File: src/rtl/pixel_window_pkg.sv
`default_nettype none
// ============================================================================
// Module      : pixel_window_pkg
// Description : Shared types and constants for the pixel window reader:
//               FSM state encoding, colour-bar table, clog2 helper.
// Revision    : 1.0 - initial release
// ============================================================================
package pixel_window_pkg;

  typedef enum logic [1:0] {
    WAIT_SOF = 2'd0,
    RUN      = 2'd1,
    STALL    = 2'd2
  } pwr_state_t;

  // RGB565 vertical colour bars, index 0 at the left edge of the screen
  localparam logic [7:0][15:0] BAR_TABLE = {
    16'h0000,   // 7 black
    16'h001F,   // 6 blue
    16'hF800,   // 5 red
    16'hF81F,   // 4 magenta
    16'h07E0,   // 3 green
    16'h07FF,   // 2 cyan
    16'hFFE0,   // 1 yellow
    16'hFFFF    // 0 white
  };

  // Number of bits needed to index 'value' distinct codes
  function automatic int clog2(input longint unsigned value);
    int result;
    result = 0;
    while ((64'd1 << result) < value) result++;
    return result;
  endfunction

endpackage
`default_nettype wire

File: src/rtl/pixel_window_reader_if.sv
`default_nettype none
// ============================================================================
// Module      : pixel_window_reader_if
// Description : Frame-buffer read FIFO port: read strobe, read data and the
//               FIFO empty flag. The reader is the master.
// Revision    : 1.0 - initial release
// ============================================================================
interface pixel_window_reader_if #(
  parameter int DATA_W = 16
);
  logic              rd_en;
  logic [DATA_W-1:0] rd_data;
  logic              fifo_empty;

  modport master (output rd_en, input rd_data, input fifo_empty);
  modport slave  (input rd_en, output rd_data, output fifo_empty);
endinterface
`default_nettype wire

File: src/rtl/pixel_delay_line.sv
`default_nettype none
// ============================================================================
// Module      : pixel_delay_line
// Description : Fixed-depth shift register with asynchronous active-low
//               reset; dout is din delayed by DEPTH clock cycles.
// Revision    : 1.0 - initial release
// ============================================================================
module pixel_delay_line #(
  parameter int WIDTH = 1,
  parameter int DEPTH = 1
) (
  input  logic             clk,
  input  logic             rst_n,
  input  logic [WIDTH-1:0] din,
  output logic [WIDTH-1:0] dout
);

  logic [WIDTH*DEPTH-1:0] taps;

  generate
    if (DEPTH == 1) begin : g_single
      // single stage: plain register
      always_ff @(posedge clk or negedge rst_n) begin
        if (!rst_n) taps <= '0;
        else        taps <= din;
      end
    end else begin : g_chain
      // newest sample enters at the bottom, oldest leaves at the top
      always_ff @(posedge clk or negedge rst_n) begin
        if (!rst_n) taps <= '0;
        else        taps <= {taps[WIDTH*(DEPTH-1)-1:0], din};
      end
    end
  endgenerate

  assign dout = taps[WIDTH*DEPTH-1 -: WIDTH];

endmodule
`default_nettype wire

File: src/rtl/pixel_window_reader.sv
`default_nettype none
// ============================================================================
// Module      : pixel_window_reader
// Description : Gates frame-buffer FIFO reads to an image window inside the
//               HDMI active area, substitutes a background colour elsewhere,
//               aligns output to the FIFO read latency and tracks frame
//               integrity (pixel count, underflow, error frame count).
//               Optional macro PIXEL_WINDOW_READER_PATTERN_EN adds a
//               pattern_en input that shows colour bars instead of the
//               background colour.
// Revision    : 1.0 - initial release
// ============================================================================
module pixel_window_reader
  import pixel_window_pkg::*;
#(
  parameter int                DATA_W   = 16,
  parameter int                POS_W    = 11,
  parameter int                IMG_X0   = 0,
  parameter int                IMG_Y0   = 0,
  parameter int                IMG_W    = 640,
  parameter int                IMG_H    = 480,
  parameter logic [DATA_W-1:0] BG_COLOR = DATA_W'(16'h7FFF),
  parameter int                RD_LAT   = 1
) (
  input  logic               hdmi_clk,
  input  logic               rst_n,
  input  logic [POS_W-1:0]   pixel_xpos,
  input  logic [POS_W-1:0]   pixel_ypos,
  input  logic               data_req,
`ifdef PIXEL_WINDOW_READER_PATTERN_EN
  input  logic               pattern_en,
`endif
  pixel_window_reader_if.master fifo,
  output logic [DATA_W-1:0]  out_data,
  output logic               out_valid,
  output logic               sof,
  output logic               frame_ok,
  output logic               underflow,
  output logic [7:0]         err_frames
);

  localparam int                 FRAME_PIX = IMG_W * IMG_H;
  localparam int                 CNT_W     = clog2(64'(FRAME_PIX) + 64'd1);
  localparam logic [CNT_W-1:0]   FRAME_CNT = CNT_W'(FRAME_PIX);
  // Window origin and span held one bit wider than the coordinates so that
  // origin + size never wraps.
  localparam logic [POS_W:0]     X_LO      = (POS_W+1)'(IMG_X0);
  localparam logic [POS_W:0]     Y_LO      = (POS_W+1)'(IMG_Y0);
  localparam logic [POS_W+1:0]   W_SPAN    = (POS_W+2)'(IMG_W);
  localparam logic [POS_W+1:0]   H_SPAN    = (POS_W+2)'(IMG_H);
`ifdef PIXEL_WINDOW_READER_PATTERN_EN
  localparam int                 FLAG_W    = 5;
`else
  localparam int                 FLAG_W    = 1;
`endif

  pwr_state_t        state, state_nxt;
  logic [POS_W+1:0]  x_rel, y_rel;
  logic              in_win, sof_cond, uf_evt, book, frame_good;
  logic [CNT_W-1:0]  pix_cnt;
  logic [FLAG_W-1:0] flag_in, flag_dly;
  logic [DATA_W-1:0] fill_dly;

  // Window test: offset from the origin, a coordinate left of/above the
  // origin wraps to a huge value and fails the span compare.
  always_comb begin
    x_rel      = {2'b00, pixel_xpos} - {1'b0, X_LO};
    y_rel      = {2'b00, pixel_ypos} - {1'b0, Y_LO};
    sof_cond   = data_req && (pixel_xpos == '0) && (pixel_ypos == '0);
    in_win     = data_req && (x_rel < W_SPAN) && (y_rel < H_SPAN);
    fifo.rd_en = in_win && ((state == RUN) || sof_cond) && !fifo.fifo_empty;
    uf_evt     = in_win && (state == RUN) && fifo.fifo_empty;
    book       = sof_cond && (state != WAIT_SOF);
    frame_good = (pix_cnt == FRAME_CNT) && !underflow;
  end

  // FSM state register
  always_ff @(posedge hdmi_clk or negedge rst_n) begin
    if (!rst_n) state <= WAIT_SOF;
    else        state <= state_nxt;
  end

  // FSM next state; start of frame wins over a simultaneous underflow
  always_comb begin
    state_nxt = state;
    case (state)
      WAIT_SOF: if (sof_cond) state_nxt = RUN;
      RUN: begin
        if (sof_cond)    state_nxt = RUN;
        else if (uf_evt) state_nxt = STALL;
      end
      STALL:    if (sof_cond) state_nxt = RUN;
      default:  state_nxt = WAIT_SOF;
    endcase
  end

  // Frame integrity: pixel count, sticky underflow, end-of-frame verdict
  always_ff @(posedge hdmi_clk or negedge rst_n) begin
    if (!rst_n) begin
      pix_cnt    <= '0;
      frame_ok   <= 1'b0;
      underflow  <= 1'b0;
      err_frames <= 8'd0;
      sof        <= 1'b0;
    end else begin
      sof <= sof_cond;
      if (book) begin
        frame_ok  <= frame_good;
        if (!frame_good && (err_frames != 8'hFF)) err_frames <= err_frames + 8'd1;
        pix_cnt   <= {{(CNT_W-1){1'b0}}, fifo.rd_en};
        underflow <= uf_evt;
      end else begin
        if (fifo.rd_en && (pix_cnt != '1)) pix_cnt <= pix_cnt + 1'b1;
        if (uf_evt) underflow <= 1'b1;
      end
    end
  end

`ifdef PIXEL_WINDOW_READER_PATTERN_EN
  // Bars replace the background outside the window and while stalled
  always_comb begin
    flag_in  = {pattern_en && !fifo.rd_en && (!in_win || (state == STALL)),
                pixel_xpos[POS_W-1 -: 3], fifo.rd_en};
    fill_dly = flag_dly[4] ? DATA_W'(BAR_TABLE[flag_dly[3:1]]) : BG_COLOR;
  end
`else
  // Background is a constant colour
  always_comb begin
    flag_in  = fifo.rd_en;
    fill_dly = BG_COLOR;
  end
`endif

  pixel_delay_line #(.WIDTH(FLAG_W), .DEPTH(RD_LAT)) u_rd_dly (
    .clk   (hdmi_clk),
    .rst_n (rst_n),
    .din   (flag_in),
    .dout  (flag_dly)
  );

  pixel_delay_line #(.WIDTH(1), .DEPTH(RD_LAT + 1)) u_valid_dly (
    .clk   (hdmi_clk),
    .rst_n (rst_n),
    .din   (data_req),
    .dout  (out_valid)
  );

  // Capture FIFO data when the delayed read flag says it is valid
  always_ff @(posedge hdmi_clk or negedge rst_n) begin
    if (!rst_n)          out_data <= BG_COLOR;
    else if (flag_dly[0]) out_data <= fifo.rd_data;
    else                 out_data <= fill_dly;
  end

endmodule
`default_nettype wire

File: src/flat_wrapper.sv
// flat-port wrapper written by rule: the top's interface ports become plain ports
module pixel_window_reader_flat import pixel_window_pkg::*;
#(
  parameter int                DATA_W   = 16,
  parameter int                POS_W    = 11,
  parameter int                IMG_X0   = 0,
  parameter int                IMG_Y0   = 0,
  parameter int                IMG_W    = 640,
  parameter int                IMG_H    = 480,
  parameter logic [DATA_W-1:0] BG_COLOR = DATA_W'(16'h7FFF),
  parameter int                RD_LAT   = 1
)
  (hdmi_clk, rst_n, pixel_xpos, pixel_ypos, data_req, out_data, out_valid, sof, frame_ok, underflow, err_frames, fifo_rd_en, fifo_rd_data, fifo_fifo_empty);
  pixel_window_reader_if #(.DATA_W(DATA_W)) fifo_i ();
  input  logic hdmi_clk;
  input  logic rst_n;
  input  logic [POS_W-1:0] pixel_xpos;
  input  logic [POS_W-1:0] pixel_ypos;
  input  logic data_req;
  output logic [DATA_W-1:0] out_data;
  output logic out_valid;
  output logic sof;
  output logic frame_ok;
  output logic underflow;
  output logic [7:0] err_frames;
  output wire logic [$bits(fifo_i.rd_en)-1:0] fifo_rd_en;
  input wire logic [$bits(fifo_i.rd_data)-1:0] fifo_rd_data;
  input wire logic [$bits(fifo_i.fifo_empty)-1:0] fifo_fifo_empty;
  assign fifo_rd_en = fifo_i.rd_en;
  assign fifo_i.rd_data = fifo_rd_data;
  assign fifo_i.fifo_empty = fifo_fifo_empty;
  pixel_window_reader #(.DATA_W(DATA_W), .POS_W(POS_W), .IMG_X0(IMG_X0), .IMG_Y0(IMG_Y0), .IMG_W(IMG_W), .IMG_H(IMG_H), .BG_COLOR(BG_COLOR), .RD_LAT(RD_LAT)) u_core (.hdmi_clk(hdmi_clk), .rst_n(rst_n), .pixel_xpos(pixel_xpos), .pixel_ypos(pixel_ypos), .data_req(data_req), .fifo(fifo_i), .out_data(out_data), .out_valid(out_valid), .sof(sof), .frame_ok(frame_ok), .underflow(underflow), .err_frames(err_frames));
endmodule
File: config.mk
export PLATFORM = sky130hd
export DESIGN_NAME = pixel_window_reader_flat
export DESIGN_NICKNAME = d
export VERILOG_FILES = /design/src/rtl/pixel_window_pkg.sv /design/src/rtl/pixel_window_reader_if.sv /design/src/rtl/pixel_delay_line.sv /design/src/rtl/pixel_window_reader.sv /design/src/flat_wrapper.sv
export SDC_FILE = /design/constraint.sdc
export NUM_CORES = 1
export LEC_CHECK = 0
export BUFFER_PORTS_ARGS = -buffer_cell sky130_fd_sc_hd__buf_2
export CORE_UTILIZATION = 30
export CTS_CLUSTER_DIAMETER = 50
export DETAILED_ROUTE_END_ITERATION = 8
export GPL_TIMING_DRIVEN = 1
export PLACE_DENSITY = 0.55
export SLEW_MARGIN = 30
export SYNTH_ARGS = -nofsm -noshare
export SYNTH_HDL_FRONTEND = slang
export SYNTH_SLANG_ARGS = --single-unit
File: constraint.sdc
create_clock -name hdmi_clk -period 2.2 [get_ports hdmi_clk]
set_clock_uncertainty 0.1 [all_clocks]
set_input_delay 0.44 -clock hdmi_clk [delete_from_list [all_inputs] [get_ports hdmi_clk]]
set_output_delay 0.44 -clock hdmi_clk [all_outputs]
set_load 0.005 [all_outputs]
== Yosys cells after proc, flatten, opt, wreduce, memory -nomap -nowiden ==
Index checks and enable logic that the tools add are counted.

* Bits in registers: 51
* Bits of input ports: 42

* Add/sub/neg operators: 2
* $lt $le $gt $ge: 2
* Equality and inequality tests: 7
* Muxes and demuxes: 9
* Reductions and logical operators: 25

{| class="wikitable"
|+ Operators with widths
! kind !! number
|-
| $mux W19 || 2
|-
| $logic_not A11 Y1 || 2
|-
| $add A19 B1 Y19 const B || 1
|-
| $eq A19 B19 Y1 const B || 1
|-
| $ne A19 B19 Y1 const B || 1
|-
| $mux W16 || 1
|-
| $logic_and A1 B1 Y1 || 12
|-
| $lt A11 B10 Y1 const B || 1
|-
| $lt A11 B9 Y1 const B || 1
|-
| $add A8 B1 Y8 const B || 1
|-
| $ne A8 B8 Y1 const B || 1
|-
| $mux W2 || 3
|-
| $reduce_bool A2 Y1 || 3
|-
| $pmux W2 S2 || 1
|-
| $reduce_and A2 Y1 || 2
|-
| $logic_not A1 Y1 || 3
|-
| $ne A3 B1 Y1 const B || 1
|-
| $eq A2 B1 Y1 const B || 1
|-
| $eq A2 B2 Y1 const B || 1
|-
| $logic_not A2 Y1 || 1
|-
| $mux W1 || 2
|-
| $ne A2 B1 Y1 const B || 1
|-
| $reduce_or A2 Y1 || 1
|-
| $logic_or A1 B1 Y1 || 1
|}

== Logic depth before layout (Yosys ltp) ==
* Depth in word-level cells: 9
* Gate-level depth with buffers: 7
* Mapped depth without buffers: 7

== Cells and area by module ==
Synthesis repeated with hierarchy kept, for this count alone.

* Cells, all modules: 250
* Area, all modules: 2583.7 um^2

{| class="wikitable"
|+ Modules (own cells, without submodules)
! module !! times used !! cells an instance !! area each (um^2) !! sequential area each (um^2)
|-
| pixel_window_reader || 1 || 247 || 2508.7 || 1219.9
|-
| pixel_delay_line (u_core.u_valid_dly) || 1 || 2 || 50.0 || 50.0
|-
| pixel_delay_line (u_core.u_rd_dly) || 1 || 1 || 25.0 || 25.0
|}

== Worst setup path after synthesis ==
OpenSTA, ideal clock, no wires.

* Kind: reg-to-reg
* Start: register u_core.pix_cnt[7]
* End: register u_core.err_frames[1]
* Arrival time: 1.941 ns
* Slack: 0.035 ns
* Stages on the path, launching flop included: 7
* Buffers on the path: 1
* Clock period less this slack: 2.165 ns
* Path through: dfrtp_1 buf_2 or4b_1 nor4_1 a32oi_1 nand2_1 mux2_2

* Longest elaborated chain between the ends: 5

{| class="wikitable"
|+ Ends and longest elaborated chain
! element !! RTL line !! source
|-
| start: declaration || pixel_window_reader.sv:60 || <nowiki>logic [CNT_W-1:0] pix_cnt;</nowiki>
|-
| start signal: assignment || pixel_window_reader.sv:110 || <nowiki>pix_cnt <= {{(CNT_W-1){1'b0}}, fifo.rd_en};</nowiki>
|-
| start signal: assignment || pixel_window_reader.sv:113 || <nowiki>if (fifo.rd_en && (pix_cnt != '1)) pix_cnt <= pix_cnt + 1'b1;</nowiki>
|-
| $eq A19 B19 Y1 || pixel_window_reader.sv:74 || <nowiki>frame_good = (pix_cnt == FRAME_CNT) && !underflow;</nowiki>
|-
| $logic_and A1 B1 Y1 || pixel_window_reader.sv:74 ||
|-
| $logic_not A1 Y1 || pixel_window_reader.sv:109 || <nowiki>if (!frame_good && (err_frames != 8'hFF)) err_frames <= err_frames + 8'd1;</nowiki>
|-
| $logic_and A1 B1 Y1 || pixel_window_reader.sv:109 ||
|-
| $reduce_and A2 Y1 (no line) || -- ||
|-
| end signal: assignment || pixel_window_reader.sv:109 ||
|-
| end: declaration || pixel_window_reader.sv:39 || <nowiki>output logic [7:0] err_frames</nowiki>
|}

Every way passes these cells.
A chain may end at the register's enable or synchronous reset.

== Worst setup path after layout ==
* Start: register u_core.pix_cnt[14]
* End: register u_core.pix_cnt[5]

* Longest elaborated chain between the ends: 3

{| class="wikitable"
|+ Ends and longest elaborated chain
! element !! RTL line
|-
| $ne A19 B19 Y1 || pixel_window_reader.sv:113
|-
| $logic_and A1 B1 Y1 || pixel_window_reader.sv:113
|-
| $reduce_bool A2 Y1 (no line) || --
|}

Every way passes these cells.

==> reports/summary.txt <==
Syn-to-layout area delta - 33.9%
Starting Density - 0.316
# DRC - 0
Yosys top cell by area - dfrtp_1
Final ANT Viol Nets - 0
Clock latency on the worst-skew pair - 0.30 ns
Iteration-0 DRC count of the detailed router - 106
Port Buf Inserts - 70
Top-count cell post-synth - dfrtp_1
Post-synth ARST share - 1.00
Num CTS Buffers - 5
Relative slew slack - 0.573
Largest net degree at the start of global routing - 52
# rows - 33
FF-to-FF path depth - 6
Global-route wire length before repair - 11200 um
Cts-stage hold buffer count - 0
Finished Cell Area - 3550 um2
Peak VDD IR - 0.245 mV
Final Hold Vio Count - 0
Worst setup margin - 0.0953 ns
Detailed-route wire length - 6710 um
CP startpoint kind - flop
Class of the most critical hold timing path - in2async
Pwr Total - 1.62 mW
Max Cap Viol - 0
I/O pins - 71
Share of the synthesized area in the top cell type - 0.340
CTS H-tree depth - 2
Arr. time, crit path - 2.20 ns
CTS tree - done
Status - finished clean
Yosys reg bits - 51
Post-Syn Instances - 262
Critical Path RT - 2.30 ns
DR WL/cell - 14.1 um
EDFF count, synth - 0
CTS root buf - clkbuf_8
Slew Viols, Final - 0
RD Place Congestion - 0.837
DP Area - 3370 um2
GRT Total Usage - 0.155
Die Y - 96.0 um
Period minus WS final - 2.10 ns
RSZ-0062 raised after global routing - false
Grt ovf - 0
Antenna Cells - 0
Worst-Margin Slew - 0.641 ns
Fillcell total - 828
Sequential share of the synthesized area - 0.488
Post-Place Worst Slack - -0.114 ns
Maximum clock rate - 475 MHz
WS Path Type - reg2reg
Initial antenna violation count - 0
Critical Path End Type - flop
Drt pass-1 iters - 4
Nets - 415
Vias per cell - 5.15
Max clock buf depth - 2
Detailed-route via count - 2452
Clk slew on worst S/H paths - 0.10 ns
Layout cell share with drive strength beyond 1 - 0.423
Top post-synthesis cells by count - dfrtp_1 (36), nand2b_1 (18), inv_1 (17)
Fin crit share - 0.957
Top cells by area, synth - dfrtp_1 (34%), dfstp_2 (15%), nand2b_1 (4.2%), nand3_1 (3.0%), o221ai_1 (3.0%)
Dpl hpwl - 5040 um
Syn_nets - 307
Yosys cell types - 49
Clk sink count - 51
Die X - 96.0 um
Main synth FF type - dfrtp_1
Ys Warns - 0
Number of global-route vias before repair - 2386
Core ar. - 8380 um2
Worst-path fanout max - 9
Syn avg cell area - 10.1 um2
Die area - 9220 um2
Final setup violation count - 0
Leak - 1.61 nW
Pwr Density - 457 nW/um2
Post-Syn Area - 2650 um2
==> placed cells by master (no fill, tap or decap), drive strengths merged, types with 4 or more instances in the layout <==
cell,n
buf,113
dfrtp,36
nand2b,18
inv,18
nand3,16
dfstp,15
nand2,12
o21ai,11
and3,11
nand4,10
nor2,10
o221ai,9
nor4,9
xnor2,8
nor3,7
a21oi,7
or4,7
clkbuf,6
o211ai,5
o31ai,4
and4,4
==> logic make-up (layout without fill, tap and decap cells) <==
group | after synthesis | in the layout | share of synthesized area
buffers and inverters | 29 | 138 | 0.0481
AOI/OAI and AO/OA | 55 | 55 | 0.149
adders and majority gates | 3 | 3 | 0.0142
muxes | 3 | 3 | 0.0118
and+or+nand+nor | 113 | 113 | 0.263
xor gates and xnor gates | 8 | 8 | 0.0264
DFF | 51 | 51 | 0.488
==> power breakdown <==
group / leakage [nW] / total, mW / switching, mW / internal (mW)
Sequential: 0.584 / 0.947 / 0.00355 / 0.944
Clock: 0.0516 / 0.581 / 0.323 / 0.258
Combinational: 0.971 / 0.0962 / 0.0480 / 0.0482
Total: 1.61 / 1.62 / 0.375 / 1.25
==> area by class of cell <==
class	count	area, um2	area share
clock buffers	6	82.6	0.0232
multi-input cells	182	1290	0.364
clock inverters	2	13.8	0.00387
inverters	17	63.8	0.0180
flip-flops and latches	51	1290	0.365
repair buffers	113	673	0.190
well taps	105	131	0.0370
==> registers in the layout, indices dropped and copies added, names as in the netlist <==
name                     flops
u_core.pix_cnt              19
u_core.out_data             16
u_core.err_frames            8
u_core.state                 2
u_core.u_valid_dly.taps      2
u_core.frame_ok              1
u_core.sof                   1
u_core.u_rd_dly.dout         1
u_core.underflow             1
==> stage by stage <==
step                TNS, ns  cells   util  hold slack, ns
finish                    0    476  0.424           0.139
global route              0    476  0.424           0.150
CTS                       0    475  0.417           0.156
detailed placement   -0.995    465  0.402           0.238
global placement     -0.291    465  0.402           0.235
floorplan                 0    262      -          0.0444
==> path summary, 6_finish.rpt <==
kind                                       startpoint                         end  slack (ns)
setup / recovery                   u_core.pix_cnt[14]           u_core.pix_cnt[5]         0.1
hold / removal                                  rst_n           u_core.pix_cnt[7]        0.14
setup reg to reg                   u_core.pix_cnt[14]           u_core.pix_cnt[5]         0.1
hold reg to reg            u_core.u_valid_dly.taps[0]  u_core.u_valid_dly.taps[1]        0.26
max in group asynchronous                       rst_n          u_core.pix_cnt[15]        1.43
min in group hdmi_clk                        data_req  u_core.u_valid_dly.taps[0]        0.16
==> repair_timing <==
action | CTS | global route
buffers inserted | 2 | 1
pin swaps | 1 | 2
endpoints found under the setup margin | 1 | 10
resized for setup | 2 | 9
==> routing by layer <==
layer / GRT usage / wire length, um / share of wire
met1: 0.204 / 3190 / 0.48
met4: 0.0249 / 28 / 0.0042
met5: 0 / 0 / 0
met2: 0.266 / 3130 / 0.47
met3: 0.0308 / 358 / 0.053
==> critical path, cell delays in order, from the launching register on <==
cell and delay (ns):
dfrtp_1 0.39, buf_4 0.16, and4_1 0.22, and3_2 0.26, a21o_4 0.26, or4_4 0.48, mux2i_1 0.13
Note: power is estimated with default switching activity, not from simulation.
